## src/rtl/cache_pkg.sv

```systemverilog
// cache_pkg: shared widths and state encoding for the direct-mapped cache
package cache_pkg;
    localparam int ADDR_W      = 10;
    localparam int INDEX_W     = 3;
    localparam int OFFSET_W    = 2;
    localparam int DATA_W      = 8;
    localparam int TAG_W       = ADDR_W - INDEX_W - OFFSET_W;
    localparam int BLOCK_WORDS = 2 ** OFFSET_W;
    localparam int LINES       = 2 ** INDEX_W;

    typedef enum logic [1:0] {
        IDLE    = 2'd0,
        LOOKUP  = 2'd1,
        REFILL  = 2'd2,
        RESPOND = 2'd3
    } state_t;
endpackage

```

## src/rtl/cache_if.sv

```systemverilog
// cache_if: request/response and refill bus of the cache controller
interface cache_if #(parameter int CNT_W = 16);
    import cache_pkg::*;
    logic                       req_valid;
    logic [ADDR_W-1:0]          req_addr;
    logic                       req_ready;
    logic                       resp_valid;
    logic [DATA_W-1:0]          resp_data;
    logic                       hit;
    logic                       mem_rd_req;
    logic [ADDR_W-OFFSET_W-1:0] mem_addr;
    logic                       mem_rd_valid;
    logic [DATA_W-1:0]          mem_rd_data;
    logic [CNT_W-1:0]           hit_count;
    logic [CNT_W-1:0]           miss_count;

    modport master (
        output req_valid, req_addr, mem_rd_valid, mem_rd_data,
        input  req_ready, resp_valid, resp_data, hit, mem_rd_req, mem_addr, hit_count, miss_count
    );

    modport slave (
        input  req_valid, req_addr, mem_rd_valid, mem_rd_data,
        output req_ready, resp_valid, resp_data, hit, mem_rd_req, mem_addr, hit_count, miss_count
    );
endinterface

```

## src/rtl/cache_line_store.sv

```systemverilog
// cache_line_store: valid, tag and data arrays with combinational lookup
module cache_line_store
    import cache_pkg::*;
(
    input  logic                clk,
    input  logic                rst,
    input  logic [INDEX_W-1:0]  idx,
    input  logic [TAG_W-1:0]    tag,
    input  logic [OFFSET_W-1:0] off,
    input  logic                inval,
    input  logic                wr_en,
    input  logic                wr_last,
    input  logic [OFFSET_W-1:0] wr_off,
    input  logic [DATA_W-1:0]   wr_data,
    output logic                hit,
    output logic [DATA_W-1:0]   rd_data
);
    logic [LINES-1:0]  valid;
    logic [TAG_W-1:0]  tags [LINES];
    logic [DATA_W-1:0] data [LINES][BLOCK_WORDS];

    assign hit     = valid[idx] && (tags[idx] == tag);
    assign rd_data = data[idx][off];

    // valid bits: dropped when a refill starts, set once the last beat lands
    always_ff @(posedge clk or posedge rst)
        if (rst) valid <= '0;
        else if (inval) valid[idx] <= 1'b0;
        else if (wr_last) valid[idx] <= 1'b1;

    // tag and data storage, never cleared by reset
    always_ff @(posedge clk) begin
        if (wr_en) data[idx][wr_off] <= wr_data;
        if (wr_last) tags[idx] <= tag;
    end
endmodule

```

## src/rtl/cache_ctrl.sv

```systemverilog
// cache_ctrl: direct-mapped read-only cache FSM with block refill and saturating stats
module cache_ctrl
    import cache_pkg::*;
(
    input logic clk,
    input logic rst,
    cache_if.slave bus
);
    state_t              state;
    logic [ADDR_W-1:0]   addr;
    logic [OFFSET_W-1:0] beat;
    logic                lk_hit;
    logic [DATA_W-1:0]   rd_data;
    logic                wr_en;

    wire [INDEX_W-1:0]  idx = addr[OFFSET_W +: INDEX_W];
    wire [OFFSET_W-1:0] off = addr[OFFSET_W-1:0];
    wire [TAG_W-1:0]    tag = addr[ADDR_W-1 -: TAG_W];

    assign bus.req_ready = (state == IDLE);
    assign wr_en         = (state == REFILL) && bus.mem_rd_valid;

    cache_line_store u_store (
        .clk     (clk),
        .rst     (rst),
        .idx     (idx),
        .tag     (tag),
        .off     (off),
        .inval   ((state == LOOKUP) && !lk_hit),
        .wr_en   (wr_en),
        .wr_last (wr_en && (&beat)),
        .wr_off  (beat),
        .wr_data (bus.mem_rd_data),
        .hit     (lk_hit),
        .rd_data (rd_data)
    );

    // controller FSM with registered response, refill request and statistics
    always_ff @(posedge clk or posedge rst) begin
        if (rst) begin
            state          <= IDLE;
            addr           <= '0;
            beat           <= '0;
            bus.resp_valid <= 1'b0;
            bus.resp_data  <= '0;
            bus.hit        <= 1'b0;
            bus.mem_rd_req <= 1'b0;
            bus.mem_addr   <= '0;
            bus.hit_count  <= '0;
            bus.miss_count <= '0;
        end else begin
            bus.resp_valid <= 1'b0;
            bus.mem_rd_req <= 1'b0;
            case (state)
                IDLE:
                    if (bus.req_valid) begin
                        addr  <= bus.req_addr;
                        state <= LOOKUP;
                    end
                LOOKUP:
                    if (lk_hit) begin
                        bus.resp_valid <= 1'b1;
                        bus.hit        <= 1'b1;
                        bus.resp_data  <= rd_data;
                        if (!(&bus.hit_count)) bus.hit_count <= bus.hit_count + 1'b1;
                        state <= IDLE;
                    end else begin
                        bus.mem_rd_req <= 1'b1;
                        bus.mem_addr   <= addr[ADDR_W-1:OFFSET_W];
                        if (!(&bus.miss_count)) bus.miss_count <= bus.miss_count + 1'b1;
                        beat  <= '0;
                        state <= REFILL;
                    end
                REFILL:
                    if (bus.mem_rd_valid) begin
                        beat <= beat + 1'b1;
                        if (&beat) state <= RESPOND;
                    end
                RESPOND: begin
                    bus.resp_valid <= 1'b1;
                    bus.hit        <= 1'b0;
                    bus.resp_data  <= rd_data;
                    state          <= IDLE;
                end
            endcase
        end
    end
endmodule
```

## src/flat_wrapper.sv

```systemverilog
// flat-port wrapper written by rule: the top's interface ports become plain ports
module cache_ctrl_flat import cache_pkg::*;
  (clk, rst, bus_req_valid, bus_req_addr, bus_mem_rd_valid, bus_mem_rd_data, bus_req_ready, bus_resp_valid, bus_resp_data, bus_hit, bus_mem_rd_req, bus_mem_addr, bus_hit_count, bus_miss_count);
  cache_if bus_i ();
  input logic clk;
  input logic rst;
  input wire logic [$bits(bus_i.req_valid)-1:0] bus_req_valid;
  input wire logic [$bits(bus_i.req_addr)-1:0] bus_req_addr;
  input wire logic [$bits(bus_i.mem_rd_valid)-1:0] bus_mem_rd_valid;
  input wire logic [$bits(bus_i.mem_rd_data)-1:0] bus_mem_rd_data;
  output wire logic [$bits(bus_i.req_ready)-1:0] bus_req_ready;
  output wire logic [$bits(bus_i.resp_valid)-1:0] bus_resp_valid;
  output wire logic [$bits(bus_i.resp_data)-1:0] bus_resp_data;
  output wire logic [$bits(bus_i.hit)-1:0] bus_hit;
  output wire logic [$bits(bus_i.mem_rd_req)-1:0] bus_mem_rd_req;
  output wire logic [$bits(bus_i.mem_addr)-1:0] bus_mem_addr;
  output wire logic [$bits(bus_i.hit_count)-1:0] bus_hit_count;
  output wire logic [$bits(bus_i.miss_count)-1:0] bus_miss_count;
  assign bus_i.req_valid = bus_req_valid;
  assign bus_i.req_addr = bus_req_addr;
  assign bus_i.mem_rd_valid = bus_mem_rd_valid;
  assign bus_i.mem_rd_data = bus_mem_rd_data;
  assign bus_req_ready = bus_i.req_ready;
  assign bus_resp_valid = bus_i.resp_valid;
  assign bus_resp_data = bus_i.resp_data;
  assign bus_hit = bus_i.hit;
  assign bus_mem_rd_req = bus_i.mem_rd_req;
  assign bus_mem_addr = bus_i.mem_addr;
  assign bus_hit_count = bus_i.hit_count;
  assign bus_miss_count = bus_i.miss_count;
  cache_ctrl u_core (.clk(clk), .rst(rst), .bus(bus_i));
endmodule
```

## config.mk

```make
export PLATFORM = sky130hd
export DESIGN_NAME = cache_ctrl_flat
export DESIGN_NICKNAME = d
export VERILOG_FILES = /design/src/rtl/cache_pkg.sv /design/src/rtl/cache_if.sv /design/src/rtl/cache_line_store.sv /design/src/rtl/cache_ctrl.sv /design/src/flat_wrapper.sv
export SDC_FILE = /design/constraint.sdc
export NUM_CORES = 1
export LEC_CHECK = 0
export ABC_AREA = 1
export BUFFER_PORTS_ARGS = -buffer_cell sky130_fd_sc_hd__clkbuf_2
export CAP_MARGIN = 10
export CORE_ASPECT_RATIO = 2
export CORE_UTILIZATION = 50
export CTS_CLUSTER_SIZE = 28
export DETAILED_ROUTE_END_ITERATION = 7
export HOLD_SLACK_MARGIN = 0.1
export PLACE_DENSITY = 0.67
export SYNTH_ARGS = -nofsm -noshare
export SYNTH_HDL_FRONTEND = slang
export SYNTH_HIERARCHICAL = 1
export SYNTH_SLANG_ARGS = --single-unit
```

## constraint.sdc

```tcl
create_clock -name clk -period 3.55 [get_ports clk]
set_input_delay 0.1775 -clock clk [delete_from_list [all_inputs] [get_ports clk]]
set_output_delay 0.1775 -clock clk [all_outputs]
set_load 0.02 [all_outputs]
```

# Yosys cells after proc, flatten, opt, wreduce, memory -nomap -nowiden

Memories as Yosys holds them, arrays and structs flattened.
Cells that the tools add are included.
Widths: inputs -> output; s select.

Register bits after elaboration: 73
Bits in writable memories: 296
Bits of input ports: 22
Output and inout bits: 52
Word-level logic and storage cells: 90
Memories kept: 2

Add/subtract/negate cells: 3
$lt $le $gt $ge: 5
Eq/ne operators: 9
Mux-type cells: 31
Bitwise operators: 8
Reduce and logical (&&, ||, !) cells: 21

Memories:

| name                | words | width | read ports | clocked after memory_dff | write ports | line                   | text |
|---|---|---|---|---|---|---|---|
| u_core.u_store.data | 8     | 32    | 1          | 0                        | 1           | cache_line_store.sv:20 | `logic [DATA_W-1:0] data [LINES][BLOCK_WORDS];` |
| u_core.u_store.tags | 8     | 5     | 1          | 0                        | 1           | cache_line_store.sv:19 | `logic [TAG_W-1:0] tags [LINES];` |

Operator list:

| cell                  | number |
|---|---|
| $mux 8                | 6 |
| $add 16x1->16 const B | 2 |
| $mux 32               | 1 |
| $reduce_and 16->1     | 2 |
| $bmux 8 s2            | 1 |
| $demux 8 s2           | 1 |
| $pmux 8 s2            | 1 |
| $mux 2                | 6 |
| $reduce_and 3->1      | 4 |
| $mux 1                | 9 |
| $and 8x8->8           | 1 |
| $ne 2x2->1 const B    | 4 |
| $not 8->8             | 1 |
| $or 8x8->8            | 1 |
| $pmux 2 s4            | 1 |
| $reduce_and 2->1      | 4 |
| $ge 3x3->1 const B    | 2 |
| $logic_and 1x1->1     | 6 |
| $not 2->3             | 2 |
| $reduce_bool 2->1     | 3 |
| $eq 5x5->1            | 1 |
| $eq 2x2->1 const B    | 2 |
| $lt 3x4->1 const B    | 1 |
| $pmux 1 s2            | 2 |
| other kinds (11)      | 13 |

# Logic depth before layout (Yosys ltp)

Gate-level depths: netlist (run 1).

Depth after elaboration: 7
Gate-level depth with buffers: 22

# By module

Netlist (run 1), hierarchy kept.

Modules (own cells, without submodules):

| module           | times used | cells an instance | area an instance (µm²) |
|---|---|---|---|
| cache_line_store | 1          | 1067              | 12331.8 |
| cache_ctrl       | 1          | 402               | 3249.4 |

# Least setup slack after synthesis (run 1)

No wires, ideal clock.

Kind: reg2reg
Start: register u_core.addr[2]
End: register with a tool-made name
Library setup time: 0.133 ns
Arrival: 2.269 ns
Setup slack: 1.148 ns
Stages on the path, launching flop included: 18
Cell sequence: dfrtp_1 buf_6 inv_4 buf_6 buf_6 nand2_1 nand3_1 nand2_1 o21ai_0 nand2_1 nand3_1 nor2_1 nor2_1 nand2_1 inv_1 buf_2 buf_1 a21oi_1

RTL lines:

| element                  | line             | text |
|---|---|---|
| start: declaration       | cache_ctrl.sv:10 | `logic [ADDR_W-1:0] addr;` |
| start signal: assignment | cache_ctrl.sv:57 | `addr <= bus.req_addr;` |

# Worst setup path in the final report (run 1)

Start: register u_core.addr[2]
End: register u_core.bus.resp_data[4]

Cells in the longest elaborated chain, start to end: 6
Elaborated cells between the ends (all ways): 13
Those cells by class: 2 x eq/ne; 7 x mux; 2 x reduce/logical; 2 x memory

RTL lines:

| element                                       | line                   | text |
|---|---|---|
| $mem_v2 8x32 (*)                              | --                     |  |
| $bmux 8 s2 (*)                                | cache_line_store.sv:23 | `assign rd_data = data[idx][off];` |
| $mux 8 (implied by the code) (*) (2 in a row) | cache_line_store.sv:23 |  |
| net u_core.rd_data[4]                         | cache_ctrl.sv:13       | `logic [DATA_W-1:0] rd_data;` |
| $mux 8                                        | cache_ctrl.sv:61       | `if (lk_hit) begin` |
| $pmux 8 s2 (*)                                | cache_ctrl.sv:54       | `case (state)` |
| end signal: assignment                        | cache_ctrl.sv:64       | `bus.resp_data <= rd_data;` |
| end signal: assignment                        | cache_ctrl.sv:82       | `bus.resp_data <= rd_data;` |
| end: declaration                              | cache_if.sv:24         | `output req_ready, resp_valid, resp_data, hit, mem_rd_req, mem_addr, hit_count, miss_count` |

The timed path passes the listed nets; every way through them passes the cells marked *. The select of a mux whose other input is x is not followed.
A chain may end at the register's enable or synchronous reset.

==> metrics.txt, run 1 <==
R2R setup slack=0.64 ns; Critical Path End=u_core/bus.resp_data[4]; syn nets=about 1500; Area Growth Syn to Fin=11.97%; Peak Freq=approximately 340 MHz; Internal Power=just under 0.008 W; clk_skew=approximately 0.0095 ns; CP Launch Type=flip-flop; Switching Share=a little over a third; reg2reg end=u_core/bus.resp_data[4]; Worst Tran Pin Value=0.9763 ns; Avg WL per Cell=between 20 and 25 um; Setup Buffers After CTS=0; Port Buffers=73; top-count cell post-synth=nand2_1; CTS sink cnt=about 370; Cell variety after synth=34; reg2reg start=u_core/addr[2]; Crit. End Element=flip-flop; Post-synth EDFFs=roughly 300; Post-route DRC=0; asr flop ratio synth=about 20%; Worst Setup SP=u_core/addr[2]; Post-Synthesis Cells=around 1500; syn avg cell area=10.61 um^2; GR Layer Usage met2=between 40% and 50%; drt pass-1 iters=5; Synth warnings=6; number of antenna violations at the first check in global routing=0; hold slack=0.1340 ns; Root Buffer=clkbuf_16; gp weighted congestion=~0.9; share of the synthesized area in the top cell type=a little under three fifths; final WL=~40 mm; Die Span Y=between 200 and 300 um; Worst EP required=between 4 and 5 ns; global routing usage on met1=25.11%; maximum clock path buffer count=3; Max IR drop VDD=about 0.00045 V; Initial Util=between 50% and 60%; vias in the first global route=10807; grt total ovfl=0; Mapped Area=15580 um^2; number of H-tree levels=1; Final setup viols=0; combinational share of power=~30%; Die X=126.8 um; pin count of the biggest net entering global routing=47; flops & latches, synth=~370; total track usage=25.33%; fin crit period=between 2 and 3 ns; Worst Reg-to-Reg Cells=12; clock-pin slew on the worst setup and hold paths=around 0.070 ns; Post-DP HPWL=26.99 mm; fin. max-slew vios=0; slew margin rel.=approximately a third; largest area contributor in the netlist=edfxtp_1; global-route wire length before repair=between 50 and 60 mm; GRT met3 Usage=under 10%; PD cells=just over 700 nW/um^2; Final TNS setup=0 ns; Hold-fix buffers, CTS=12; vias per cell=5.460; share of layout cells above drive strength 1=approximately 13%; FP Rows=91; crit share post-route=82.10%; design area=roughly 17000 um^2; Arr. time, crit path=between 3 and 4 ns; TritonCTS clock tree=built; post-layout util=56.75%; register share of total power=roughly 43%; die area=31920 um^2; Sw Pwr=around 0.0045 W; Antenna Cells=0; # resized after CTS=0; Worst Hold Class=input pin to asynchronous set/reset pin; Hold Fails Final Rpt=0; core area=30740 um^2; vias after detailed routing=10735; nets@finish=1596; kind of critical path=flip-flop to flip-flop; leakage power=about 7.1 nW; critical path peak fanout=35; global route hottest layer=met2; dpl cell area=between 15000 and 20000 um^2; DR iter-0 viols=620; I/O pins=between 70 and 80; status=finished clean; post-synthesis sequential area ratio=slightly below 70%; ranking of synthesized cells by area=edfxtp_1 (57%), nand2_1 (14%), dfrtp_1 (12%); Max-Cap Viols=0; Top FF cell, synth=edfxtp_1; post-detailed-route count of antenna-violating nets=0; RSZ-0062 raised after global routing=no; TritonCTS buffer count=31; Synth top cells by count=nand2_1 (598), edfxtp_1 (296), nor2_1 (112), nand3_1 (85), dfrtp_1 (73); clock share of power=approximately a quarter; Clock Latency Late Sink=roughly 0.57 ns
[kinds of logic (layout without fill, tap and decap cells)]
kind of cell / Yosys count / after routing / share of synthesized area [%]
simple gates: 839 / 839 / 22.08
flops: 369 / 369 / 68.77
buf+inv: 134 / 259 / 3.983
compound gates: 101 / 101 / 3.477
xor+xnor: 13 / 13 / 0.7308
mux: 10 / 10 / 0.7227
fa+ha+maj: 3 / 3 / 0.2409
[through the flow]
stage	cells	power (W)	setup slack, ns
after floorplan	1469	0.007772	1.148
after global placement	1898	0.009063	0.7470
after detailed placement	1898	0.009125	0.7604
after CTS	1966	0.01239	0.7374
after global routing	1966	0.01291	0.4563
final	1966	0.01236	0.6354
[worst min-delay path by stage]
stage | from | to | cells past startpoint
after global placement | rst | asynchronous set/reset pin | 2
after CTS | rst | asynchronous set/reset pin | 3
after global routing | rst | asynchronous set/reset pin | 3
after floorplan | rst | asynchronous set/reset pin | 1
final | rst | asynchronous set/reset pin | 3
after detailed placement | rst | asynchronous set/reset pin | 2
[sequential cells by signal, summed over array words and instances (netlist names), named ones only]
name / flops
u_core/bus.miss_count: 16
u_core/state: 1
u_core/beat: 2
u_core/bus.resp_valid: 1
u_core/bus.hit_count: 16
u_core/bus.hit: 1
u_core/bus.mem_rd_req: 1
u_core/u_store/data: 256
u_core/addr: 10
u_core/bus.resp_data: 8
u_core/bus.mem_addr: 8
u_core/u_store/tags: 40
[power groups by stage]
| stage | registers [W] | logic (W) | clock network (W) |
|---|---|---|---|
| 2_1_floorplan | 0.00543 | 0.00234 | 0 |
| 5_1_grt | 0.00540 | 0.00402 | 0.00348 |
| 4_1_cts | 0.00537 | 0.00369 | 0.00333 |
| 6_report | 0.00536 | 0.00373 | 0.00327 |
| 3_3_place_gp | 0.00545 | 0.00362 | 0 |
| 3_5_place_dp | 0.00546 | 0.00366 | 0 |
[routing by layer]
layer	share of wire, %	wire length [um]
met5	0	0
met4	5.8	2304
met3	4.5	1792
met2	56	22160
met1	34	13530
[cells in the final DEF (no fill, tap or decap), drive strengths merged]
cell type    synthesis  routed
o21ai               33      33
nand4               11      11
o21bai               1       1
clkinv               3      19
xor2                 1       1
nor3                 3       3
nor2               127     127
dlygate4sd3          0      12
and2                 1       1
edfxtp             296     296
nand2              610     610
nand3               85      85
nor3b                1       1
dfrtp               73      73
buf                 42      31
clkinvlp             0       1
clkbuf               5     109
inv                 84      85
xnor2               12      12
bufinv               0       2
ha                   3       3
mux2                10      10
a2bb2oi              5       5
a21oi               62      62
or2                  1       1
[final cells by class]
cell class,instances,area [um^2]
Multi-Input combinational cell,966,4245
Inverter,87,330.3
Sequential cell,369,10720
Clock inverter,20,163.9
Clock buffer,36,794.5
Tap cell,372,465.4
Timing Repair Buffer,116,730.7
Fill cell,2623,13300
[worst max-delay path, cell delays in order, from the launching register on]
cell and delay (ns):
dfrtp_2 0.58, inv_4 0.29, buf_4 0.46, nor2_4 0.08, buf_4 0.26, nand2_1 0.11
nand2_1 0.06, nor2_1 0.33, nand3_1 0.23, nand3_1 0.17, nand2_1 0.08, nand2_1 0.06
nand2_1 0.06
Power figures use the tool's default switching activity.
==> inputs of run 2 (changes only) <==
Clock period 3.55 ns to 2.7 ns, I/O delays scaled along.
==> metrics.txt, run 2 (synthesis results as in run 1) <==
status=finished clean; Die Span Y=approximately 250 um; vias in the first global route=between 10000 and 15000; reg2reg end=u_core/u_store/tags[5][1]; global-route wire length before repair=roughly 60 mm; Hold Fails Final Rpt=0; TritonCTS buffer count=31; RSZ-0062 raised after global routing=no; drt pass-1 iters=5; Area Growth Syn to Fin=15.29%; slew margin rel.=a little under half; Die X=~130 um; fin crit period=about 2.5 ns; vias after detailed routing=10879; Final TNS setup=0 ns; TritonCTS clock tree=built; fin. max-slew vios=0; CTS sink cnt=369; CP Launch Type=flip-flop; Final setup viols=0; Worst Tran Pin Value=between 0.8 and 0.9 ns; Antenna Cells=0; largest registers=u_core/u_store/data (256), u_core/u_store/tags (40); Arr. time, crit path=roughly 2.7 ns; combinational share of power=31.2%; clock share of power=about 28%; Worst EP required=slightly below 3 ns; crit share post-route=~93%; grt total ovfl=0; critical path peak fanout=26; Internal Power=~0.011 W; maximum clock path buffer count=3; number of antenna violations at the first check in global routing=0; reg2reg start=u_core/addr[3]; R2R setup slack=a little under 0.2 ns; share of layout cells above drive strength 1=between 10% and 20%; Worst Reg-to-Reg Cells=6; most frequent cells in the layout=nand2_1 (598), edfxtp_1 (296), nor2_1 (110); Max IR drop VDD=0.0005616 V; kind of critical path=flip-flop to flip-flop; Reg with most FFs=u_core/u_store/data; core area=between 30000 and 40000 um^2; clk_skew=just under 0.01 ns; Peak Freq=approximately 400 MHz; nets@finish=~1600; Sw Pwr=0.006089 W; final WL=about 40 mm; total track usage=25.35%; Root Buffer=clkbuf_16; hold slack=0.2000 ns; I/O pins=74; number of H-tree levels=1; Worst Setup SP=u_core/addr[3]; Worst Hold Class=input pin to flip-flop; Initial Util=between 50% and 60%; gp weighted congestion=around 0.86; Crit. End Element=flip-flop; clock-pin slew on the worst setup and hold paths=about 0.070 ns; post-detailed-route count of antenna-violating nets=0; commonest non-fill, non-tap cell in the layout=nand2_1; pin count of the biggest net entering global routing=63; Port Buffers=73; PD cells=947.4 nW/um^2; vias per cell=5.407; Max-Cap Viols=0; Largest register FFs=about 260; Clock Latency Late Sink=0.59 ns; Avg WL per Cell=~20 um; dpl cells=between 1500 and 2000; Critical Path End=u_core/u_store/tags[5][1]; die area=between 30000 and 40000 um^2; register share of total power=40.7%; Post-route DRC=0; Switching Share=approximately 36%; leakage power=~7.4 nW; DR iter-0 viols=about 730; Post-DP HPWL=around 27 mm; FP Rows=91; final cell count without fillers=approximately 2000; Setup Buffers After CTS=0
==> run 2: area by class of cell <==
cell class                      count  area, um^2
Fill cell                        2491       12780
Multi-Input combinational cell    966        4250
Clock buffer                       33       783.3
Inverter                           87       335.3
Sequential cell                   369       10720
Clock inverter                     25       309.0
Tap cell                          372       465.4
Timing Repair Buffer              160        1101
==> run 2: repair_timing <==
action	CTS	global route
hold buffers	13	0
gates resized for setup	0	6
hold endpoints to repair	86	0
endpoints found under the setup margin	0	49
==> run 2: worst min path at each step <==
| stage | to | startpoint | slack [ns] | cells past startpoint |
|---|---|---|---|---|
| 3_5_place_dp | u_core/addr[4] | rst | 0.009 | 2 |
| 6_report | u_core/state[0] | bus_req_valid | 0.20 | 3 |
| 5_1_grt | u_core/state[0] | bus_req_valid | 0.21 | 3 |
| 4_1_cts | u_core/state[0] | bus_req_valid | 0.17 | 3 |
| 3_3_place_gp | u_core/addr[4] | rst | 0.02 | 2 |
| 2_1_floorplan | asynchronous set/reset pin | rst | -0.05 | 1 |
==> run 2: layer usage <==
metal	share of wire, %	up-vias	GRT usage (%)
met5	0	-	0
met2	55	379	48.76
met1	34	5225	25.70
met4	5.8	0	15.51
met3	5.0	116	2.735
li1	-	5159	-
==> run 2: power by group through the flow <==
stage	logic, W	clock network [W]	registers, W
2_1_floorplan	0.00308	0	0.00714
3_3_place_gp	0.00516	0	0.00704
3_5_place_dp	0.00523	0	0.00704
4_1_cts	0.00528	0.00486	0.00693
5_1_grt	0.00577	0.00505	0.00697
6_report	0.00532	0.00477	0.00693
==> run 2: worst max-delay path, cell delays in order, from the launching register on <==
cell     delay (ns)
dfrtp_2        0.46
inv_1          0.10
buf_4          0.19
nand2_2        0.10
nor2_4         0.62
inv_2          0.24
nor2_2         0.42
==> run 2: metrics by stage <==
stage | setup slack (ns) | util [%] | total power [W] | cell area (um^2)
2_1_floorplan | 0.2979 | - | 0.01022 | 15580
3_3_place_gp | 0.1338 | 54.42 | 0.01219 | 16730
3_5_place_dp | 0.05117 | 54.42 | 0.01227 | 16730
4_1_cts | 0.02327 | 58.39 | 0.01707 | 17950
5_1_grt | 0.02486 | 58.43 | 0.01779 | 17960
6_report | 0.1968 | 58.43 | 0.01702 | 17960
==> inputs of run 3 (changes only) <==
Settings changed: ABC_AREA 1 to 0, SETUP_SLACK_MARGIN set to 0.2.
==> metrics.txt, run 3 <==
largest registers=u_core/u_store/data (256), u_core/u_store/tags (40); crit share post-route=116.6%; Max-Cap Viols=0; syn avg cell area=approximately 16 um^2; syn nets=approximately 970; Post-synth EDFFs=296; Synth Area in Simple Gates=6.891%; mux cell area share after synthesis=around 8.3%; Antenna Cells=0; xor/xnor cell area share of the yosys netlist=~1.9%; global-route wire length before repair=58.97 mm; Final setup viols=60; crit-path cells=buf_6 -> mux4_2 -> nand2_2 -> a22o_1 -> nor4_2 -> buf_4 -> buf_6 -> or3b_4 -> buf_6 -> or3_4 -> nor4b_4 -> xor2_1; Synth Area in Compound Gates=a little under 9%; drt pass-1 iters=5; largest family of logic cells by synthesized area=compound AO/OA/AOI/OAI gates; Cell variety after synth=about 70; vias in the first global route=around 9800; violated checks=negative setup slack; hold slack=about 0.12 ns; Crit-path slowest cell=dfrtp_4; leakage power=around 6.9 nW; PD cells=around 1000 nW/um^2; DR iter-0 viols=around 630; Post-route DRC=0; CP most frequent cell=buf_6; dpl cells=about 1500; largest area contributor in the netlist=edfxtp_1; post-synthesis sequential area ratio=about 72%; pin count of the biggest net entering global routing=58; slew margin rel.=36.85%; gp weighted congestion=roughly 0.9; fin. max-slew vios=0; CP peak stage delay=approximately 0.5 ns; synthesized-area fraction occupied by adder cells=less than 1%; core area=29510 um^2; Crit. End Element=flip-flop; clock-pin slew on the worst setup and hold paths=about 0.06 ns; asr flop ratio synth=19.78%; TritonCTS buffer count=34; grt total ovfl=0; Root Buffer=clkbuf_16; commonest non-fill, non-tap cell in the layout=edfxtp_1; Post-DP HPWL=~26 mm; Worst Hold Class=input pin to asynchronous set/reset pin; Max IR drop VDD=0.0006240 V; nets@finish=1183; final cell count without fillers=about 1500; Largest register FFs=roughly 260; clk_skew=just over 0.02 ns; Arr. time, crit path=3.57 ns; CTS sink cnt=approximately 370; vias per cell=~6.1; Crit path buffers/inverters=4; Synth top cells by count=edfxtp_1 (296), dfrtp_1 (73), nand2_1 (58), nor2_1 (57), mux2_2 (52); Hold Fails Final Rpt=0; kind of critical path=flip-flop to flip-flop; RSZ-0062 raised after global routing=yes; Worst EP required=3.12 ns; Port Buffers=73; Die Span Y=246.6 um; most frequent cells in the layout=edfxtp_1 (296), buf_4 (114), clkbuf_2 (73); fin crit period=3.148 ns; Area Growth Syn to Fin=23.27%; number of antenna violations at the first check in global routing=0; post-detailed-route count of antenna-violating nets=0; flops & latches, synth=about 370; ranking of synthesized cells by area=edfxtp_1 (59%), dfrtp_1 (12%), mux2_2 (3.9%); Top FF cell, synth=edfxtp_1; share of the synthesized area in the top cell type=between 50 and 60%; Post-Synthesis Cells=around 950; CP delay by family, top=simple AND/OR/NAND/NOR gates; share of layout cells above drive strength 1=between 30% and 40%; number of H-tree levels=2; CP Launch Type=flip-flop; Worst Tran Pin Value=0.9394 ns; Mapped Area=about 15000 um^2; post-layout util=62.50%; critical path peak fanout=4; Synth warnings=6; final WL=39.17 mm; die area=30660 um^2; vias after detailed routing=about 9400; maximum clock path buffer count=3; I/O pins=74; FP Rows=slightly below 90; Final TNS setup=-13.68 ns; Initial Util=between 50% and 60%; Clock Latency Late Sink=approximately 0.52 ns; Final WS setup=-0.4484 ns; TritonCTS clock tree=built; # fillers=~2100; Avg WL per Cell=between 20 and 30 um; Reg with most FFs=u_core/u_store/data; Peak Freq=roughly 320 MHz; top-count cell post-synth=edfxtp_1; pre-CTS setup slack=-0.4424 ns; total track usage=25.85%; status=finished, violations left; Die X=between 100 and 150 um
## run 3: changes by cell type after synthesis, sizes merged, moves of 16 or more
| cell | change |
|---|---|
| mux2 | +42 |
| inv | -69 |
| nand2 | -552 |
| xor2 | +27 |
| a221oi | +30 |
| a22oi | +18 |
| mux2i | +48 |
| nor2 | -68 |
| a21oi | -42 |
| o21ai | -16 |
| nand3 | -74 |
## run 3: cell type report
class	instances	area [um^2]	area share (%)
Timing Repair Buffer	220	1688	9.151
Inverter	15	63.81	0.3460
Clock inverter	20	280.3	1.520
Multi-Input combinational cell	518	4314	23.39
Tap cell	364	455.4	2.469
Clock buffer	41	918.4	4.979
Sequential cell	369	10720	58.14
## run 3: final timing paths
kind | from | slack [ns] | depth (start not counted) | to
max | u_core/addr[2] | -0.45 | 12 | u_core/bus.miss_count[14]
min | rst | 0.12 | 3 | u_core/addr[7]
max reg2reg | u_core/addr[2] | -0.45 | 12 | u_core/bus.miss_count[14]
min reg2reg | u_core/bus.mem_addr[2] | 0.47 | 2 | u_core/bus.mem_addr[2]
max in group asynchronous | rst | 1.58 | 4 | u_core/bus.miss_count[13]
min in group clk | bus_mem_rd_data[6] | 0.31 | 1 | u_core/u_store/data[1][6]
## run 3: report_power, final
part | internal, W | switching, W
combinational | 0.00299 | 0.00391
clock | 0.00311 | 0.00203
sequential | 0.00667 | 0.000319
## run 3: what timing repair did
action | CTS | global route
endpoints found under the setup margin | 160 | 142
cloned | 3 | 1
buffers inserted | 13 | 1
hold endpoints to repair | 32 | 0
pin swaps | 26 | 12
resized for setup | 66 | 27
hold buffers | 12 | 0
## run 3: through the flow
step,instance area (um^2),total power (W)
4_1_cts,18280,0.01893
3_3_place_gp,16510,0.01334
3_5_place_dp,16510,0.01339
6_report,18440,0.01902
2_1_floorplan,15050,0.01076
5_1_grt,18440,0.01970
## run 3: kinds of logic after synthesis
logic type	count (synthesis)
and+or+nand+nor	204
adders and majority gates	3
buffers and inverters	61
xor gates and xnor gates	32
AOI/OAI and AO/OA	170
muxes	108
DFF	369
## run 3: layer usage
layer,vias up,wire (um),global-route usage [%]
met5,-,0,0
met4,0,2449,15.41
met3,116,1832,2.628
met2,354,21710,49.14
met1,4747,13180,27.16
li1,4146,-,-
## run 3: worst reg2reg max path, stage by stage, from the launching register on
cell     delay (ns)
dfrtp_4        0.50
buf_6          0.13
mux4_2         0.50
nand2_2        0.08
a22o_1         0.14
nor4_2         0.05
buf_4          0.16
buf_6          0.11
or3b_4         0.38
buf_6          0.12
or3_4          0.43
nor4b_4        0.27
xor2_1         0.17
